`src/rtl/riscv_definitions.sv`:
```
// Shared definitions for the instruction/data memory-port arbiter.
package riscv_definitions;

  localparam int unsigned ARB_DATA_MAX_STREAK = 4;
  localparam logic [3:0]  ARB_BE_WORD         = 4'b1111;

  typedef enum logic [1:0] {
    ARB_IDLE,
    ARB_INST_WAIT,
    ARB_DATA_WAIT,
    ARB_RESP
  } arb_state_t;

endpackage

```
`src/rtl/mem_port_arbiter_if.sv`:
```
// Requester and memory-side signals of the fetch/data memory-port arbiter.
interface mem_port_arbiter_if;
  logic        i_inst_rd_en;
  logic [31:0] i_inst_addr;
  logic        i_inst_kill;
  logic        o_instr_ready;
  logic [31:0] o_instr_data;
  logic        i_data_rd_en_ma;
  logic        i_data_wr_en_ma;
  logic [31:0] i_data_addr;
  logic [31:0] i_data_wr;
  logic [3:0]  i_data_rd_en_ctrl;
  logic        o_data_ready;
  logic [31:0] o_data_rd;
  logic        o_mem_req;
  logic        o_mem_we;
  logic [31:0] o_mem_addr;
  logic [31:0] o_mem_wdata;
  logic [3:0]  o_mem_be;
  logic        i_mem_ack;
  logic [31:0] i_mem_rdata;

  // Arbiter side.
  modport slave (
    input  i_inst_rd_en, i_inst_addr, i_inst_kill,
    input  i_data_rd_en_ma, i_data_wr_en_ma, i_data_addr, i_data_wr, i_data_rd_en_ctrl,
    input  i_mem_ack, i_mem_rdata,
    output o_instr_ready, o_instr_data, o_data_ready, o_data_rd,
    output o_mem_req, o_mem_we, o_mem_addr, o_mem_wdata, o_mem_be
  );

  // Requesters plus memory, as seen from outside the arbiter.
  modport master (
    output i_inst_rd_en, i_inst_addr, i_inst_kill,
    output i_data_rd_en_ma, i_data_wr_en_ma, i_data_addr, i_data_wr, i_data_rd_en_ctrl,
    output i_mem_ack, i_mem_rdata,
    input  o_instr_ready, o_instr_data, o_data_ready, o_data_rd,
    input  o_mem_req, o_mem_we, o_mem_addr, o_mem_wdata, o_mem_be
  );
endinterface

```
`src/rtl/mem_port_arbiter.sv`:
```
// Shares one single-port memory between instruction fetch and load/store,
// one transaction at a time, with a bounded data-over-fetch priority streak.
module mem_port_arbiter
  import riscv_definitions::*;
#(
  parameter int unsigned DATA_MAX_STREAK = ARB_DATA_MAX_STREAK
) (
  input logic               clk,
  input logic               rst_n,
  mem_port_arbiter_if.slave bus
);

  localparam int unsigned    CW         = (DATA_MAX_STREAK > 0) ? $clog2(DATA_MAX_STREAK + 1) : 1;
  localparam logic [CW-1:0]  STREAK_MAX = CW'(DATA_MAX_STREAK);

  arb_state_t    state_q, state_d;
  logic [CW-1:0] streak_q, streak_d;
  logic          discard_q, discard_d;
  logic          served_inst_q, served_inst_d;
  logic [31:0]   addr_q, addr_d;
  logic [31:0]   wdata_q, wdata_d;
  logic [3:0]    be_q, be_d;
  logic          we_q, we_d;
  logic [31:0]   instr_q, instr_d;
  logic [31:0]   rd_q, rd_d;

  logic data_req;
  logic fetch_wins;

  always_comb begin
    state_d       = state_q;
    streak_d      = streak_q;
    discard_d     = discard_q;
    served_inst_d = served_inst_q;
    addr_d        = addr_q;
    wdata_d       = wdata_q;
    be_d          = be_q;
    we_d          = we_q;
    instr_d       = instr_q;
    rd_d          = rd_q;

    data_req   = bus.i_data_rd_en_ma | bus.i_data_wr_en_ma;
    // Fetch only overtakes a pending data request once the streak is exhausted.
    fetch_wins = bus.i_inst_rd_en && (!data_req || (streak_q == STREAK_MAX));

    unique case (state_q)
      ARB_IDLE: begin
        if (fetch_wins) begin
          state_d       = ARB_INST_WAIT;
          served_inst_d = 1'b1;
          addr_d        = bus.i_inst_addr;
          we_d          = 1'b0;
          be_d          = ARB_BE_WORD;
          streak_d      = '0;
        end else if (data_req) begin
          state_d       = ARB_DATA_WAIT;
          served_inst_d = 1'b0;
          addr_d        = bus.i_data_addr;
          wdata_d       = bus.i_data_wr;
          be_d          = bus.i_data_rd_en_ctrl;
          we_d          = bus.i_data_wr_en_ma;
          if (!bus.i_inst_rd_en)
            streak_d = '0;
          else if (streak_q != STREAK_MAX)
            streak_d = streak_q + 1'b1;
        end
      end
      ARB_INST_WAIT: begin
        discard_d = discard_q | bus.i_inst_kill;
        if (bus.i_mem_ack) begin
          state_d = ARB_RESP;
          if (!(discard_q | bus.i_inst_kill))
            instr_d = bus.i_mem_rdata;
        end
      end
      ARB_DATA_WAIT: begin
        if (bus.i_mem_ack) begin
          state_d = ARB_RESP;
          if (!we_q)
            rd_d = bus.i_mem_rdata;
        end
      end
      ARB_RESP: begin
        state_d   = ARB_IDLE;
        discard_d = 1'b0;
      end
    endcase
  end

  always_ff @(posedge clk or negedge rst_n) begin
    if (!rst_n) begin
      state_q       <= ARB_IDLE;
      streak_q      <= '0;
      discard_q     <= 1'b0;
      served_inst_q <= 1'b0;
      addr_q        <= '0;
      wdata_q       <= '0;
      be_q          <= '0;
      we_q          <= 1'b0;
      instr_q       <= '0;
      rd_q          <= '0;
    end else begin
      state_q       <= state_d;
      streak_q      <= streak_d;
      discard_q     <= discard_d;
      served_inst_q <= served_inst_d;
      addr_q        <= addr_d;
      wdata_q       <= wdata_d;
      be_q          <= be_d;
      we_q          <= we_d;
      instr_q       <= instr_d;
      rd_q          <= rd_d;
    end
  end

  assign bus.o_mem_req     = (state_q == ARB_INST_WAIT) || (state_q == ARB_DATA_WAIT);
  assign bus.o_mem_we      = we_q;
  assign bus.o_mem_addr    = addr_q;
  assign bus.o_mem_wdata   = wdata_q;
  assign bus.o_mem_be      = be_q;
  assign bus.o_instr_ready = (state_q == ARB_RESP) && served_inst_q && !discard_q;
  assign bus.o_instr_data  = instr_q;
  assign bus.o_data_ready  = (state_q == ARB_RESP) && !served_inst_q;
  assign bus.o_data_rd     = rd_q;

endmodule

```
`src/flat_wrapper.sv`:
```
// flat-port wrapper written by rule: the top's interface ports become plain ports
module mem_port_arbiter_flat import riscv_definitions::*;
#(
  parameter int unsigned DATA_MAX_STREAK = ARB_DATA_MAX_STREAK
)
  (clk, rst_n, bus_i_inst_rd_en, bus_i_inst_addr, bus_i_inst_kill, bus_i_data_rd_en_ma, bus_i_data_wr_en_ma, bus_i_data_addr, bus_i_data_wr, bus_i_data_rd_en_ctrl, bus_i_mem_ack, bus_i_mem_rdata, bus_o_instr_ready, bus_o_instr_data, bus_o_data_ready, bus_o_data_rd, bus_o_mem_req, bus_o_mem_we, bus_o_mem_addr, bus_o_mem_wdata, bus_o_mem_be);
  mem_port_arbiter_if bus_i ();
  input logic clk;
  input logic rst_n;
  input wire logic [$bits(bus_i.i_inst_rd_en)-1:0] bus_i_inst_rd_en;
  input wire logic [$bits(bus_i.i_inst_addr)-1:0] bus_i_inst_addr;
  input wire logic [$bits(bus_i.i_inst_kill)-1:0] bus_i_inst_kill;
  input wire logic [$bits(bus_i.i_data_rd_en_ma)-1:0] bus_i_data_rd_en_ma;
  input wire logic [$bits(bus_i.i_data_wr_en_ma)-1:0] bus_i_data_wr_en_ma;
  input wire logic [$bits(bus_i.i_data_addr)-1:0] bus_i_data_addr;
  input wire logic [$bits(bus_i.i_data_wr)-1:0] bus_i_data_wr;
  input wire logic [$bits(bus_i.i_data_rd_en_ctrl)-1:0] bus_i_data_rd_en_ctrl;
  input wire logic [$bits(bus_i.i_mem_ack)-1:0] bus_i_mem_ack;
  input wire logic [$bits(bus_i.i_mem_rdata)-1:0] bus_i_mem_rdata;
  output wire logic [$bits(bus_i.o_instr_ready)-1:0] bus_o_instr_ready;
  output wire logic [$bits(bus_i.o_instr_data)-1:0] bus_o_instr_data;
  output wire logic [$bits(bus_i.o_data_ready)-1:0] bus_o_data_ready;
  output wire logic [$bits(bus_i.o_data_rd)-1:0] bus_o_data_rd;
  output wire logic [$bits(bus_i.o_mem_req)-1:0] bus_o_mem_req;
  output wire logic [$bits(bus_i.o_mem_we)-1:0] bus_o_mem_we;
  output wire logic [$bits(bus_i.o_mem_addr)-1:0] bus_o_mem_addr;
  output wire logic [$bits(bus_i.o_mem_wdata)-1:0] bus_o_mem_wdata;
  output wire logic [$bits(bus_i.o_mem_be)-1:0] bus_o_mem_be;
  assign bus_i.i_inst_rd_en = bus_i_inst_rd_en;
  assign bus_i.i_inst_addr = bus_i_inst_addr;
  assign bus_i.i_inst_kill = bus_i_inst_kill;
  assign bus_i.i_data_rd_en_ma = bus_i_data_rd_en_ma;
  assign bus_i.i_data_wr_en_ma = bus_i_data_wr_en_ma;
  assign bus_i.i_data_addr = bus_i_data_addr;
  assign bus_i.i_data_wr = bus_i_data_wr;
  assign bus_i.i_data_rd_en_ctrl = bus_i_data_rd_en_ctrl;
  assign bus_i.i_mem_ack = bus_i_mem_ack;
  assign bus_i.i_mem_rdata = bus_i_mem_rdata;
  assign bus_o_instr_ready = bus_i.o_instr_ready;
  assign bus_o_instr_data = bus_i.o_instr_data;
  assign bus_o_data_ready = bus_i.o_data_ready;
  assign bus_o_data_rd = bus_i.o_data_rd;
  assign bus_o_mem_req = bus_i.o_mem_req;
  assign bus_o_mem_we = bus_i.o_mem_we;
  assign bus_o_mem_addr = bus_i.o_mem_addr;
  assign bus_o_mem_wdata = bus_i.o_mem_wdata;
  assign bus_o_mem_be = bus_i.o_mem_be;
  mem_port_arbiter #(.DATA_MAX_STREAK(DATA_MAX_STREAK)) u_core (.clk(clk), .rst_n(rst_n), .bus(bus_i));
endmodule
```
`config.mk`:
```
export PLATFORM = sky130hd
export DESIGN_NAME = mem_port_arbiter_flat
export DESIGN_NICKNAME = d
export VERILOG_FILES = /design/src/rtl/riscv_definitions.sv /design/src/rtl/mem_port_arbiter_if.sv /design/src/rtl/mem_port_arbiter.sv /design/src/flat_wrapper.sv
export SDC_FILE = /design/constraint.sdc
export NUM_CORES = 1
export LEC_CHECK = 0
export CAP_MARGIN = 20
export CORE_ASPECT_RATIO = 0.5
export CORE_MARGIN = 10
export CORE_UTILIZATION = 38
export DETAILED_ROUTE_END_ITERATION = 7
export GPL_ROUTABILITY_DRIVEN = 0
export PLACE_DENSITY = 0.86
export SETUP_SLACK_MARGIN = 0.15
export SLEW_MARGIN = 40
export SYNTH_ARGS = -nofsm -noshare
export SYNTH_HDL_FRONTEND = slang
export SYNTH_SLANG_ARGS = --single-unit
export TNS_END_PERCENT = 20
```
`constraint.sdc`:
```
create_clock -name clk -period 2.4 [get_ports clk]
set_input_delay 0.48 -clock clk [delete_from_list [all_inputs] [get_ports clk]]
set_output_delay 0.48 -clock clk [all_outputs]
set_load 0.01 [all_outputs]
```
# After elaboration in Yosys (flattened, before gate mapping)

Index checks and enable logic that the tools add are counted.

Register bits after elaboration: 140
Input bits: 139
Output and inout bits: 136
Logic and storage cells: 60

$add $sub $neg: 1
Equality and inequality tests: 8
Multiplexer cells: 17
Bitwise logic cells: 5
Reductions and logical operators: 19

Operator list:

| operator                                                                | number |
|---|---|
| 32-bit two-way mux                                                      | 2 |
| 3-bit two-way mux                                                       | 4 |
| 3-bit AND reduction                                                     | 4 |
| 4-bit two-way mux                                                       | 2 |
| 2-bit two-way mux                                                       | 3 |
| 3-bit by 1-bit inequality test with 1-bit output, second input constant | 2 |
| 2-bit case mux with 3 select lines                                      | 1 |
| 2-bit == test, second input constant                                    | 2 |
| 1-bit logical AND                                                       | 4 |
| 1-bit two-way mux                                                       | 4 |
| 2-bit AND reduction                                                     | 2 |
| 2-bit nonzero test                                                      | 2 |
| 3-bit by 1-bit adder with 3-bit output, second input constant           | 1 |
| 3-bit == test, second input constant                                    | 1 |
| 1-bit zero test                                                         | 3 |
| 3-bit inequality test, second input constant                            | 1 |
| 1-bit inverter                                                          | 3 |
| 2-bit by 1-bit == test with 1-bit output, second input constant         | 1 |
| 2-bit zero test                                                         | 1 |
| 1-bit logical OR                                                        | 2 |
| 2-bit by 1-bit inequality test with 1-bit output, second input constant | 1 |
| 1-bit bitwise OR                                                        | 2 |
| 1-bit case mux with 2 select lines                                      | 1 |
| 2-bit OR reduction                                                      | 1 |

# Depth between registers and ports, before layout

Gate-level depths: netlist of the first run.

Depth after elaboration: 6
Mapped depth: 7
Gate-level depth less buffers: 5

# Worst setup path before layout of the first run

Ideal clock, no wire load.

Path type: register -> register
From: register u_core.streak_q[0]
To: register u_core.wdata_q[10] (netlist: u_core.bus.o_mem_wdata[10])
Setup time: 125 ps
Data arrival time: 1553 ps
Slack: 722 ps
Cell stages (with the launch flop): 7
Cells stage by stage: dfrtp_1 -> inv_1 -> ha_1 -> o2bb2ai_4 -> a21oi_4 -> buf_6 -> mux2_2

Cells in the longest elaborated chain, start to end: 5

RTL lines:

| item                                 | RTL line                | source |
|---|---|---|
| from (decl)                          | mem_port_arbiter.sv:17  | `logic [CW-1:0] streak_q, streak_d;` |
| from (signal assigned)               | mem_port_arbiter.sv:104 | `streak_q <= streak_d;` |
| 3-bit == test                        | mem_port_arbiter.sv:44  | `fetch_wins = bus.i_inst_rd_en && (!data_req \|\| (streak_q == STREAK_MAX));` |
| 1-bit logical OR                     | mem_port_arbiter.sv:44  |  |
| 1-bit logical AND                    | mem_port_arbiter.sv:44  |  |
| 1-bit inverter (no source line)      | n/a                     |  |
| 3-bit AND reduction (no source line) | n/a                     |  |
| to (signal assigned)                 | mem_port_arbiter.sv:108 | `wdata_q <= wdata_d;` |
| to (decl)                            | mem_port_arbiter.sv:21  | `logic [31:0] wdata_q, wdata_d;` |

Every way passes these cells.
A chain may end at the register's enable or synchronous reset.

# Worst setup path in the final report of the first run

From: register u_core.state_q[1]
To: output bus_o_data_ready

Cells in the longest elaborated chain, start to end: 2

RTL lines:

| item                   | RTL line                | source |
|---|---|---|
| from (decl)            | mem_port_arbiter.sv:16  | `arb_state_t state_q, state_d;` |
| from (signal assigned) | mem_port_arbiter.sv:103 | `state_q <= state_d;` |
| 2-bit == test          | mem_port_arbiter.sv:123 | `assign bus.o_data_ready = (state_q == ARB_RESP) && !served_inst_q;` |
| 1-bit logical AND      | mem_port_arbiter.sv:123 |  |
| to (decl)              | flat_wrapper.sv:22      | `output wire logic [$bits(bus_i.o_data_ready)-1:0] bus_o_data_ready;` |

Every way passes these cells.

==> out/qor.yml, run 1 <==
status: "finished, final reports clean"
drive_gt1_frac: 0.201
io-pin-count: 275
syn_area_um2: 5820
reg2reg_setup_slack_ns: 0.47
hpwlAfterDp_um: 14200
post_cts.repair.setup_buffers: 0
vias_per_cell: 5.06
cp.required_ns: 1.92
ys_ff_latch: 140
drv_slew: 0
power.switching_mw: 4.15
synthToLayoutAreaGrowth_pct: 61.7
ctsRootBufferMaster: "clkbuf_16"
die_y_um: 108
finalCriticalPeriod_ns: 2.19
antenna_found_initial: 0
powerDensity_nw_per_um2: 1350
syn_area_per_cell_um2: 13.0
synth-warning-count: 0
cap_violations: 0
rows: 31
remaining_drc_errors: 0
dr.first_iter.drc_count: 192
clock_path_buffers: 2
synthCells: 447
clock_latency_ns: 0.41
post-route-period-util: 0.914
wirelength_um: 19000
grt_pass1_vias: 5092
die_w_um: 195
cp-startpoint: "u_core.state_q[1]"
worstReg2RegEnd: "u_core.bus.o_mem_be[1]"
grt_max_degree: 63
syn_nets: 593
wl_per_cell_um: 20.3
fmax_mhz: 456
htree_num_levels: 4
synth_cell_types: 31
cts_tree: "yes"
vias: 4735
skew_ns: 0.00995
swShare: 0.327
r2r-start: "u_core.state_q[0]"
finalPower_mw: 12.7
setup_violations: 0
cp-start-kind: "register"
worstSetupPathType: "register to primary output"
fin_nets: 871
ant_nets: 0
power.internal_mw: 8.55
setup.worst_path.end: "bus_o_data_ready"
cts_buffers: 17
relSlewSlack: 0.602
ys_seq_area_frac: 0.602
coreArea_um2: 14700
rr_worst_depth: 6
tns_ns: 0
comb_power_share: 0.465
initial_utilization: 0.395
hold_class: "input pin to asynchronous set/reset pin"
grtUsageTotal: 0.176
fill_cells: 1107
end_kind: "primary output"
grt_first_pass_wirelength_um: 29100
clock_sinks: 140
first_pass_iters: 4
p_seq_frac: 0.330
power.leakage_nw: 3.88
portBuffers: 274
arrival_ns: 1.71
dieArea_um2: 21000
critPathMaxFanout: 4
gr-total-overflow: 0
rsz0062_at_grt: "true"
tightest_slew_ns: 0.597
clk_pin_slew_ns: 0.06
p_clk_frac: 0.205
diodes: 0
max-vdd-ir-drop_mv: 0.619
finalHoldViolCount: 0
[flip-flops by register name (all words and copies together) (netlist names)]
name / count
u_core.bus.o_mem_wdata: 32
u_core.bus.o_data_rd: 32
u_core.bus.o_instr_data: 32
u_core.streak_q: 3
u_core.discard_q: 1
u_core.bus.o_mem_we: 1
u_core.bus.o_mem_addr: 32
u_core.bus.o_mem_be: 4
u_core.state_q: 2
u_core.served_inst_q: 1
[cell usage in the layout, fill, tap and decap left out, types with 4 or more instances in the layout]
master	instances
clkdlybuf4s50_1	270
dfrtp_1	140
mux2_2	95
a21oi_1	35
nor2_1	35
a31oi_1	34
o21ai_0	31
clkbuf_16	17
buf_4	11
ha_1	7
inv_1	6
o21ai_1	5
buf_12	5
nand2_1	4
o22a_1	4
[metrics by stage]
step	util	setup WS [ns]	hold slack (ns)	std cells	instance area [um^2]
after floorplan	-	0.722	0.184	447	5820
after global placement	0.599	0.219	0.470	904	8830
after detailed placement	0.599	0.177	0.480	904	8830
after CTS	0.638	0.177	0.0680	936	9410
after global routing	0.639	0.113	0.0824	936	9410
final	0.639	0.206	0.0461	936	9410
[cells by family after synthesis]
family,Yosys count,share of synthesized area
buffers and inverters,37,0.0333
and+or+nand+nor,47,0.0352
DFF,140,0.602
AOI/OAI and AO/OA,117,0.123
adders and majority gates,7,0.0150
muxes,99,0.191
[cell type report]
type | instances | area [um^2] | share of cell area
clock buffer | 20 | 447 | 0.0475
clock inverter | 12 | 138 | 0.0146
inverter | 6 | 22.5 | 0.00239
multi-input combinational | 270 | 2130 | 0.226
sequential | 140 | 3500 | 0.372
tap | 198 | 248 | 0.0263
timing repair buffer | 290 | 2920 | 0.311
[power by group through the flow]
stage | clock (mW) | combinational (mW) | sequential [mW]
floorplan | 0 | 2.15 | 4.70
global placement | 0 | 5.85 | 4.15
detailed placement | 0 | 5.99 | 4.23
CTS | 2.66 | 6.02 | 4.20
global route | 2.76 | 6.29 | 4.35
finish | 2.60 | 5.90 | 4.19
[critical path, cell delays in order, from the launching register on]
cell and delay [ns]:
dfrtp_1 0.39, ha_1 0.19, nor2b_1 0.14, clkdlybuf4s50_1 0.59
[cell usage after synthesis]
library cell	number	share of area
a211oi_1	1	0.0013
a21oi_1	35	0.030
a21oi_4	1	0.0028
a22o_1	1	0.0015
a2bb2oi_2	1	0.0026
a31oi_1	34	0.037
a32o_1	1	0.0017
and3b_1	2	0.0030
buf_2	13	0.011
buf_4	4	0.0052
buf_6	3	0.0058
clkbuf_1	10	0.0064
clkbuf_2	1	0.00086
dfrtp_1	140	0.60
ha_1	7	0.015
inv_1	6	0.0039
mux2_1	3	0.0058
mux2_2	95	0.18
mux2i_1	1	0.0017
nand2_1	4	0.0026
nand3b_1	1	0.0013
nor2_1	35	0.023
nor2b_1	3	0.0032
nor3_1	1	0.00086
nor3_2	1	0.0017
o21ai_0	31	0.027
o21ai_1	5	0.0043
o22a_1	4	0.0060
o2bb2ai_4	1	0.0047
o31a_1	1	0.0015
o31ai_4	1	0.0037
[repair_timing]
item	4_1_cts	5_1_grt
hold buffers	0	0
resized for setup	1	1
setup endpoints to repair	1	2
[worst min-delay path by stage]
stage,start,endpoint
2_1_floorplan,rst_n,u_core.bus.o_data_rd[0]
3_3_place_gp,u_core.bus.o_instr_data[14],u_core.bus.o_instr_data[14]
3_5_place_dp,u_core.bus.o_mem_wdata[6],u_core.bus.o_mem_wdata[6]
4_1_cts,rst_n,u_core.bus.o_data_rd[13]
5_1_grt,rst_n,u_core.bus.o_data_rd[13]
6_report,rst_n,u_core.bus.o_data_rd[13]
[routing by layer]
metal | up-vias | global-route usage | part of all wire
met1 | 2383 | 0.179 | 0.36
met3 | 23 | 0.0466 | 0.056
met4 | 0 | 0.0699 | 0.022
met5 | - | 0 | 0
met2 | 171 | 0.339 | 0.56
li1 | 2158 | - | -
Note: power is estimated with default switching activity, not from simulation.
==> run 2, diff against run 1 <==
- SKIP_CTS_REPAIR_TIMING: unset -> 1
==> run 2 against run 1 <==
Against the previous run: register-to-register slack about the same; first-iteration DRC count is 9.9% lower; maximum frequency barely moved; critical endpoint unchanged; largest cell class unchanged.
==> out/qor.yml, run 2 (synthesized netlist as in run 1, its figures left out) <==
dp_cells: 904  # unchanged
vias: 4746  # was 4735
relSlewSlack: 0.602  # about the same
clock_sinks: 140  # unchanged
seq_area_um2: 3500  # unchanged
rows: 31  # unchanged
grt_first_pass_wirelength_um: 29100  # unchanged
hpwlAfterDp_um: 14200  # unchanged
cp.required_ns: 1.92  # about the same
cts_buffers: 17  # unchanged
die_y_um: 108  # unchanged
clock_path_buffers: 2  # unchanged
dpl_cell_area_um2: 8830  # unchanged
dr.first_iter.drc_count: 173  # was 192
finalHoldViolCount: 0  # unchanged
post-route-period-util: 0.915  # was 0.914
tightest_slew_ns: 0.598  # was 0.597 ns
setup_violations: 0  # unchanged
wirelength_um: 19000  # about the same
diodes: 0  # unchanged
skew_ns: 0.00899  # was 0.00995 ns
finalCriticalPeriod_ns: 2.20  # was 2.19 ns
arrival_ns: 1.72  # was 1.71 ns
fin_ws_ns: 0.205  # was 0.206 ns
rsz0062_at_grt: "true"  # unchanged
fill_cells: 1105  # was 1107
io-pin-count: 275  # unchanged
portBuffers: 274  # unchanged
gr-total-overflow: 0  # unchanged
initial_utilization: 0.395  # unchanged
final_common_cell: "clkdlybuf4s50_1"  # unchanged
cp_slowest_stage_delay_ns: 0.59  # about the same
vias_per_cell: 5.07  # was 5.06
grt_pass1_vias: 5092  # unchanged
first_pass_iters: 4  # unchanged
worstSetupPathType: "register to primary output"  # unchanged
grt_max_degree: 63  # unchanged
clk_pin_slew_ns: 0.06  # about the same
dieArea_um2: 21000  # unchanged
powerDensity_nw_per_um2: 1350  # about the same
grtUsageTotal: 0.176  # unchanged
cp-start-kind: "register"  # unchanged
finalNonFillerCells: 936  # unchanged
drv_slew: 0  # unchanged
end_kind: "primary output"  # unchanged
final_area_um2: 9410  # about the same
coreArea_um2: 14700  # unchanged
tns_ns: 0  # unchanged
hold_class: "input pin to asynchronous set/reset pin"  # unchanged
htree_num_levels: 4  # unchanged
fmax_mhz: 456  # about the same
max-vdd-ir-drop_mv: 0.620  # was 0.619 mV
drive_gt1_frac: 0.201  # unchanged
antenna_found_initial: 0  # unchanged
holdWs_ns: 0.0457  # was 0.0461 ns
clock_latency_ns: 0.41  # about the same
multiInputGateArea_um2: 2130  # unchanged
path_cells: "ha_1 -> nor2b_1 -> clkdlybuf4s50_1"  # unchanged
ctsRootBufferMaster: "clkbuf_16"  # unchanged
status: "finished, final reports clean"  # unchanged
cpMaxStageDelayCell: "clkdlybuf4s50_1"  # unchanged
power.leakage_nw: 3.87  # was 3.88 nW
post-place-ws_ns: 0.177  # unchanged
synthToLayoutAreaGrowth_pct: 61.7  # about the same
fin_nets: 871  # unchanged
ant_nets: 0  # unchanged
cts_tree: "yes"  # unchanged
remaining_drc_errors: 0  # unchanged
wl_per_cell_um: 20.3  # about the same
critPathMaxFanout: 4  # unchanged
most-common-layout-cells: "clkdlybuf4s50_1, dfrtp_1, mux2_2, a21oi_1, nor2_1"  # unchanged
cap_violations: 0  # unchanged
die_w_um: 195  # unchanged
## run 2: changes by cell type in the layout (fill, tap and decap cells not counted), sizes merged
cell,previous run,this run
clkdlybuf4s50,270,271
dlygate4sd2,1,0
## run 2: critical path: cells and delay by family (launching register included)
kind	cells	cell delay [ns]
fa+ha+maj	1	0.19
buf+inv	1	0.59
flops	1	0.39
simple gates	1	0.14
## run 2: metrics by stage
step	utilization	total power, mW
2_1_floorplan	-	6.85
3_3_place_gp	0.599	10.0
3_5_place_dp	0.599	10.2
4_1_cts	0.638	12.9
5_1_grt	0.639	13.4
6_report	0.639	12.7
## run 2: layer usage
| layer | part of all wire | GRT usage |
|---|---|---|
| met1 | 0.36 | 0.179 |
| met2 | 0.56 | 0.339 |
| met5 | 0 | 0 |
| met3 | 0.052 | 0.0466 |
| met4 | 0.025 | 0.0699 |
## run 2: path summary, 6_finish.rpt
| kind | end | slack (ns) | from | cells past startpoint |
|---|---|---|---|---|
| max in group asynchronous | u_core.bus.o_mem_addr[0] | 1.69 | rst_n | 2 |
| worst min-delay path | u_core.bus.o_data_rd[13] | 0.05 | rst_n | 1 |
| worst min register to register | u_core.bus.o_mem_wdata[6] | 0.49 | u_core.bus.o_mem_wdata[6] | 1 |
| worst max-delay path | bus_o_data_ready | 0.20 | u_core.state_q[1] | 3 |
| worst max register to register | u_core.bus.o_mem_be[3] | 0.46 | u_core.state_q[0] | 6 |
| min in group clk | u_core.bus.o_mem_wdata[6] | 0.49 | u_core.bus.o_mem_wdata[6] | 1 |
## run 2: area by class of cell
type | count | area share
Clock buffer | 20 | 0.0475
Clock inverter | 12 | 0.0146
Inverter | 6 | 0.00239
Multi-Input combinational cell | 270 | 0.226
Sequential cell | 140 | 0.372
Tap cell | 198 | 0.0263
Timing Repair Buffer | 290 | 0.311
## run 2: where the power goes
group	internal (mW)	total (mW)	leakage [nW]	switching, mW
Sequential	3.56	4.19	1.64	0.635
Combinational	3.43	5.92	1.94	2.48
Clock	1.57	2.60	0.281	1.03
